<file path="src/rtl/vx_lane_split.sv">
// Splits one NUM_THREADS-wide execute bundle into NUM_LANES-wide packets tagged pid/sop/eop.
// Optional LANE_SKIP_EMPTY_EN: batches with an all-zero tmask slice are not issued.
module vx_lane_split #(
  parameter int unsigned NUM_THREADS = 8,
  parameter int unsigned NUM_LANES   = 2,
  parameter int unsigned XLEN        = 32,
  parameter int unsigned HDR_WIDTH   = 128,
  localparam int unsigned BATCHES    = NUM_THREADS / NUM_LANES,
  localparam int unsigned PID_WIDTH  = (BATCHES > 1) ? $clog2(BATCHES) : 1
) (
  input  logic                         clk,
  input  logic                         reset,
  input  logic                         in_valid,
  input  logic [HDR_WIDTH-1:0]         in_hdr,
  input  logic [NUM_THREADS-1:0]       in_tmask,
  input  logic [NUM_THREADS*XLEN-1:0]  in_rs1_data,
  input  logic [NUM_THREADS*XLEN-1:0]  in_rs2_data,
  input  logic [NUM_THREADS*XLEN-1:0]  in_rs3_data,
  output logic                         in_ready,
  output logic                         out_valid,
  output logic [HDR_WIDTH-1:0]         out_hdr,
  output logic [NUM_LANES-1:0]         out_tmask,
  output logic [NUM_LANES*XLEN-1:0]    out_rs1_data,
  output logic [NUM_LANES*XLEN-1:0]    out_rs2_data,
  output logic [NUM_LANES*XLEN-1:0]    out_rs3_data,
  output logic [PID_WIDTH-1:0]         out_pid,
  output logic                         out_sop,
  output logic                         out_eop,
  input  logic                         out_ready
);

  typedef enum logic {IDLE, ISSUE} state_t;

  state_t                       state_q, state_d;
  logic [PID_WIDTH-1:0]         pid_q, pid_d;
  logic                         sop_q, sop_d;
  logic [HDR_WIDTH-1:0]         hdr_q, hdr_d;
  logic [NUM_THREADS-1:0]       tmask_q, tmask_d;
  logic [NUM_THREADS*XLEN-1:0]  rs1_q, rs1_d, rs2_q, rs2_d, rs3_q, rs3_d;

  logic [PID_WIDTH-1:0]         first_pid, next_pid;
  logic                         is_last;
  logic                         in_fire, out_fire;

`ifdef LANE_SKIP_EMPTY_EN
  logic [BATCHES-1:0] in_nz, hold_nz;
  logic               has_next;

  // Scan high-to-low so the last hit is the lowest qualifying batch.
  always_comb begin
    in_nz     = '0;
    hold_nz   = '0;
    first_pid = '0;
    next_pid  = '0;
    has_next  = 1'b0;
    for (int unsigned i = 0; i < BATCHES; i++) begin
      in_nz[i]   = |in_tmask[i*NUM_LANES +: NUM_LANES];
      hold_nz[i] = |tmask_q[i*NUM_LANES +: NUM_LANES];
    end
    for (int unsigned i = 0; i < BATCHES; i++) begin
      if (in_nz[BATCHES-1-i]) first_pid = PID_WIDTH'(BATCHES-1-i);
      if (hold_nz[BATCHES-1-i] && ((BATCHES-1-i) > 32'(pid_q))) begin
        next_pid = PID_WIDTH'(BATCHES-1-i);
        has_next = 1'b1;
      end
    end
    is_last = ~has_next;
  end
`else
  always_comb begin
    first_pid = '0;
    next_pid  = pid_q + PID_WIDTH'(1);
    is_last   = (pid_q == PID_WIDTH'(BATCHES-1));
  end
`endif

  always_ff @(posedge clk or posedge reset) begin
    if (reset) begin
      state_q <= IDLE;
      pid_q   <= '0;
      sop_q   <= 1'b0;
      hdr_q   <= '0;
      tmask_q <= '0;
      rs1_q   <= '0;
      rs2_q   <= '0;
      rs3_q   <= '0;
    end else begin
      state_q <= state_d;
      pid_q   <= pid_d;
      sop_q   <= sop_d;
      hdr_q   <= hdr_d;
      tmask_q <= tmask_d;
      rs1_q   <= rs1_d;
      rs2_q   <= rs2_d;
      rs3_q   <= rs3_d;
    end
  end

  assign in_fire  = in_valid & in_ready;
  assign out_fire = out_valid & out_ready;

  // Input fire takes priority so a new bundle loads on its predecessor's last packet.
  always_comb begin
    state_d = state_q;
    pid_d   = pid_q;
    sop_d   = sop_q;
    hdr_d   = hdr_q;
    tmask_d = tmask_q;
    rs1_d   = rs1_q;
    rs2_d   = rs2_q;
    rs3_d   = rs3_q;
    if (in_fire) begin
      state_d = ISSUE;
      pid_d   = first_pid;
      sop_d   = 1'b1;
      hdr_d   = in_hdr;
      tmask_d = in_tmask;
      rs1_d   = in_rs1_data;
      rs2_d   = in_rs2_data;
      rs3_d   = in_rs3_data;
    end else if (out_fire) begin
      if (is_last) begin
        state_d = IDLE;
        pid_d   = '0;
        sop_d   = 1'b0;
      end else begin
        pid_d   = next_pid;
        sop_d   = 1'b0;
      end
    end
  end

  always_comb begin
    out_valid    = (state_q == ISSUE);
    out_sop      = out_valid & sop_q;
    out_eop      = out_valid & is_last;
    in_ready     = (state_q == IDLE) | (out_valid & out_ready & out_eop);
    out_pid      = pid_q;
    out_hdr      = hdr_q;
    out_tmask    = tmask_q[pid_q*NUM_LANES +: NUM_LANES];
    out_rs1_data = rs1_q[pid_q*NUM_LANES*XLEN +: NUM_LANES*XLEN];
    out_rs2_data = rs2_q[pid_q*NUM_LANES*XLEN +: NUM_LANES*XLEN];
    out_rs3_data = rs3_q[pid_q*NUM_LANES*XLEN +: NUM_LANES*XLEN];
  end

endmodule

</file>
<file path="config.mk">
export PLATFORM = sky130hd
export DESIGN_NAME = vx_lane_split
export DESIGN_NICKNAME = d
export VERILOG_FILES = /design/src/rtl/vx_lane_split.sv
export SDC_FILE = /design/constraint.sdc
export NUM_CORES = 1
export LEC_CHECK = 0
export CORE_AREA = 5 5 484 486
export CTS_BUF_LIST = sky130_fd_sc_hd__clkbuf_4 sky130_fd_sc_hd__clkbuf_8
export DETAILED_ROUTE_END_ITERATION = 7
export DIE_AREA = 0 0 489 491
export GPL_TIMING_DRIVEN = 0
export MAX_ROUTING_LAYER = met4
export SLEW_MARGIN = 40
export SYNTH_ARGS = -nofsm -noshare
export SYNTH_HDL_FRONTEND = slang
export SYNTH_SLANG_ARGS = --single-unit
</file>
<file path="constraint.sdc">
create_clock -name clk -period 74.1 [get_ports clk]
set_clock_uncertainty 0.1 [all_clocks]
set_input_delay 22.23 -clock clk [delete_from_list [all_inputs] [get_ports clk]]
set_output_delay 22.23 -clock clk [all_outputs]
set_load 0.01 [all_outputs]
</file>
* Yosys cells after proc, flatten, opt, wreduce, memory -nomap -nowiden *
Index checks and enable logic that the tools add are counted.

storage, ports and cells
  output and inout port bits = 328
  RAM bits = 0
  bits in latches = 0
  ROM bits = 0
  memories kept = 0
  flip-flop bits (word level) = 908

operators by class
  mux-type cells = 8
  div/mod/pow operators = 0
  add/subtract/negate cells = 1
  magnitude comparators = 0
  reduce and logical (&&, ||, !) cells = 3
  multiply operators = 0
  shift-type cells = 4
  equality and inequality tests = 1
  bitwise operators = 7

operators by type and width
  kind                                                           number
  256-bit by 9-bit variable part select with 64-bit output       3
  8-bit by 4-bit variable part select with 2-bit output          1
  2-bit 2-to-1 mux                                               3
  1-bit AND                                                      5
  1-bit 2-to-1 mux                                               5
  2-bit nonzero test                                             2
  2-bit by 1-bit adder with 2-bit output, second input constant  1
  2-bit equality test, second input constant                     1
  2-bit AND reduction                                            1
  1-bit NOT                                                      1
  1-bit OR                                                       1

* Logic depth before layout (Yosys ltp) *
Gate-level depths: netlist (run 1).

  depth after elaboration = 7
  depth in mapped cells = 7
  gate-level depth less buffers = 3

* Least setup slack after synthesis (run 1) *
No wires, ideal clock.

  kind = input -> output
  start = input port out_ready
  end = output port in_ready
  data arrival time = 22.981 ns
  cell stages on the path = 4
  slack = 28.789 ns
  cells stage by stage = a21boi_2 > clkbuf_1 > buf_2 > inv_1

between the ends
  word-level cells in the longest chain between the ends = 3

RTL lines
  item                     line  RTL
  from (decl)              29    input logic out_ready
  1-bit AND (2 in series)  137   in_ready = (state_q == IDLE) | (out_valid & out_ready & out_eop);
  1-bit OR                 137
  to (decl)                19    output logic in_ready,

Every way passes these cells.

* Worst setup path after layout (run 1) *
Ends and elaborated chain as after synthesis.

==> results.json, run 1 <==
{
  "status": "complete, no violations",
  "die_h_um": 491,
  "post-route-drc-count": 0,
  "cp_data_arrival_time_ns": 24.67,
  "clock-sinks": 908,
  "yosysMostFrequentCell": "dfrtp_1",
  "grt_max_degree": 76,
  "rows": 176,
  "nets": 6624,
  "cpMaxStageDelayCell": "clkdlybuf4s50_1",
  "routed_wl_um": 289000,
  "syn_area_per_cell_sq_um": 11.4,
  "fin_crit_ns": 47.00,
  "p_per_area_mw_per_mm2": 44.1,
  "timing.rr.start": "out_valid$_DFFE_PP0P_",
  "grt_overflow": 0,
  "fillers": 23600,
  "cp_num_buf_inv": 5,
  "dieArea_sq_mm": 0.240,
  "via_per_inst": 4.74,
  "synth_area_sq_mm": 0.0487,
  "netlist-cell-type-count": 25,
  "synth-simple-area-share_pct": 7.12,
  "synth_xor_xnor_area_share_pct": 0,
  "postSynthCellCount": 4281,
  "dp_slack_ns": 27.03,
  "cp_max_fo": 10,
  "clkTransAtPathRegs_ns": 0.06,
  "postCtsSetupBuffers": 0,
  "synth_seq_cells": 908,
  "ir_worst_vdd_v": 0.0000218,
  "yosysWarnings": 0,
  "syn_to_final_growth_pct": 42.7,
  "hold_buffers": 0,
  "drtIter0Drc": 3302,
  "insertion_delay_ns": 0.95,
  "vias": 42500,
  "cts_repair_resize_count": 0,
  "cpMostUsedCell": "clkdlybuf4s50_1",
  "syn_nets": 5190,
  "final_hold_viol_count": 0,
  "clk_path_buf_depth": 3,
  "critPathCapture": "in_ready",
  "required_ns": 51.77,
  "r2r-end": "rs1_q[28]$_DFFE_PP0P_",
  "grt_pass1_vias": 44600,
  "synth_compound_area_share_pct": 25.6,
  "tightest_slew_ns": 0.824,
  "synth_fa_ha_area_share_pct": 0.0257,
  "synth_mux_area_share_pct": 8.98,
  "r2r_setup_slack_ns": 70.99,
  "die-width_um": 489,
  "max_freq_mhz": 21.3,
  "final.period_utilization_pct": 63.4,
  "synth_edf_count": 0,
  "crit_start": "out_ready",
  "path_depth": 6,
  "synth_commonest_cells": "dfrtp_1, inv_1, nand2_1, o32ai_2, o32ai_1",
  "slew-limit-headroom_pct": 45.1,
  "synth_area_leaders": "dfrtp_1, o32ai_2, mux4_2",
  "ys.flop_type": "dfrtp_1",
  "initial_core_util_pct": 21.2,
  "worstPathCellList": "clkdlybuf4s50_1 -> a21boi_2 -> clkbuf_2 -> buf_2 -> inv_1 -> clkdlybuf4s50_1",
  "grtUsageTotal_pct": 24.0,
  "numCtsBuffers": 172,
  "place_hpwl_um": 235000,
  "antenna_found_initial": 137,
  "ant_nets": 0,
  "cts_tree": "yes",
  "htree_levels": 4,
  "worstSetupEndpointType": "primary output",
  "cellLeakagePower_nw": 29.6,
  "reg2reg_depth": 5,
  "ys_seq_area_share_pct": 46.7,
  "start_kind": "input port",
  "synth_top_cell_by_area": "dfrtp_1",
  "grt_setup_unrepaired": "no",
  "synth_top_family_by_area": "compound AO/OA/AOI/OAI gates",
  "cts_root_buf": "clkbuf_8",
  "grt_pass1_wl_um": 383000,
  "dr.pass1.iters": 5,
  "netlist.area_leader.share_pct": 46.7,
  "drive_gt1_share_pct": 24.0,
  "drv_cap": 0,
  "wl_per_cell_um": 32.2,
  "path_class": "input port to primary output",
  "io_pins": 1236,
  "finalSetupViolCount": 0,
  "slew_viol_final": 0,
  "portBuffers": 1235,
  "hp-class": "flip-flop to flip-flop",
  "critPathTopFamily": "buffers and inverters",
  "setup-tns-final_ns": 0,
  "core_area_sq_mm": 0.229,
  "fin_ws_ns": 27.10,
  "async_reset_ff_share_pct": 100,
  "gp_congestion": 0.979,
  "slowest_delay_ns": 0.55
}
-- worst reg2reg max path, cell delays in order, from the launching register on --
cell and delay, ns:
dfrtp_1 0.82, a21boi_2 0.57, buf_4 0.41, buf_4 0.49
buf_2 0.45, o32ai_2 0.14
-- placed cells by master, fill, tap and decap left out, types with 3 or more instances in the layout --
cell type and n:
clkdlybuf4s50_1 1235, dfrtp_1 908, inv_1 906, nand2_1 906, o32ai_2 600, o32ai_1 304
clkbuf_8 204, mux4_2 194, buf_2 190, clkbuf_1 140, diode_2 109, clkbuf_4 63
buf_4 44, buf_16 23, buf_1 22, clkbuf_2 22, buf_6 20, clkinv_2 14
clkinvlp_4 5, bufinv_16 5, inv_12 4, inv_8 3, clkinv_8 3
-- through the flow --
stage	cells	area, sq um	hold slack [ns]	power [mW]	util [%]
6_report	8970	69500	0.444	3.07	30.3
3_3_place_gp	8542	64800	0.427	2.51	28.3
5_1_grt	8960	69400	0.462	3.22	30.3
3_5_place_dp	8566	65500	0.434	2.54	28.6
4_1_cts	8860	69200	0.442	3.10	30.2
2_1_floorplan	4281	48700	0.415	1.71	-
-- cell type report --
cell class	count	area [sq um]	share of cell area, %
repair buffers	1260	13000	18.8
diodes	109	273	0.393
well taps	3026	3790	5.45
inverters	907	3410	4.91
clock buffers	258	3210	4.63
flip-flops and latches	908	22700	32.7
clock inverters	36	432	0.621
plain buffers	447	2290	3.30
multi-input cells	2019	20300	29.2
-- routing by layer --
| metal | wire length, um | track usage, % | part of all wire (%) |
|---|---|---|---|
| met1 | 115000 | 28.2 | 40 |
| met2 | 134000 | 37.2 | 47 |
| met3 | 28300 | 8.81 | 9.8 |
| met4 | 11100 | 9.39 | 3.8 |
| met5 | 0 | - | 0 |
-- registers in the layout (all words and copies together), names as in the netlist --
name	count
out_hdr	128
sop_q	1
out_pid	2
rs2_q	256
out_valid	1
tmask_q	8
rs1_q	256
rs3_q	256
-- power by group --
group	switching [mW]	internal, mW	leakage (nW)
Combinational	0.808	0.794	16.6
Sequential	0.180	0.744	11.1
Clock	0.245	0.296	1.92
-- logic make-up after synthesis --
logic type	after synthesis
simple gates	916
flops	908
fa+ha+maj	1
compound gates	908
buf+inv	1354
mux	194
-- how the worst min path moves through the flow --
stage               depth (start not counted)                      to              startpoint
CTS                                         2  rs2_q[168]$_DFFE_PP0P_  rs2_q[168]$_DFFE_PP0P_
global route                                2  rs3_q[243]$_DFFE_PP0P_  rs3_q[243]$_DFFE_PP0P_
floorplan                                   2  rs2_q[162]$_DFFE_PP0P_  rs2_q[162]$_DFFE_PP0P_
global placement                            2  rs2_q[211]$_DFFE_PP0P_  rs2_q[211]$_DFFE_PP0P_
finish                                      2  rs2_q[166]$_DFFE_PP0P_  rs2_q[166]$_DFFE_PP0P_
detailed placement                          2  rs2_q[168]$_DFFE_PP0P_  rs2_q[168]$_DFFE_PP0P_
Power figures use the tool's default switching activity.
==> run 2, diff against run 1 <==
clock period = 38.3 ns   (was 74.1 ns; I/O delays follow)
==> results of run 2 <==
Same layout as run 1 (identical final DEF). Status: complete, no violations.
Among the figures that moved: setup slack after placement 27.03 ns -> 12.71 ns; setup slack after layout 27.10 ns -> 12.78 ns; register-to-register setup slack 70.99 ns -> 35.19 ns; total power 3.07 mW -> 5.93 mW; worst IR drop on VDD 0.0000218 V -> 0.0000422 V
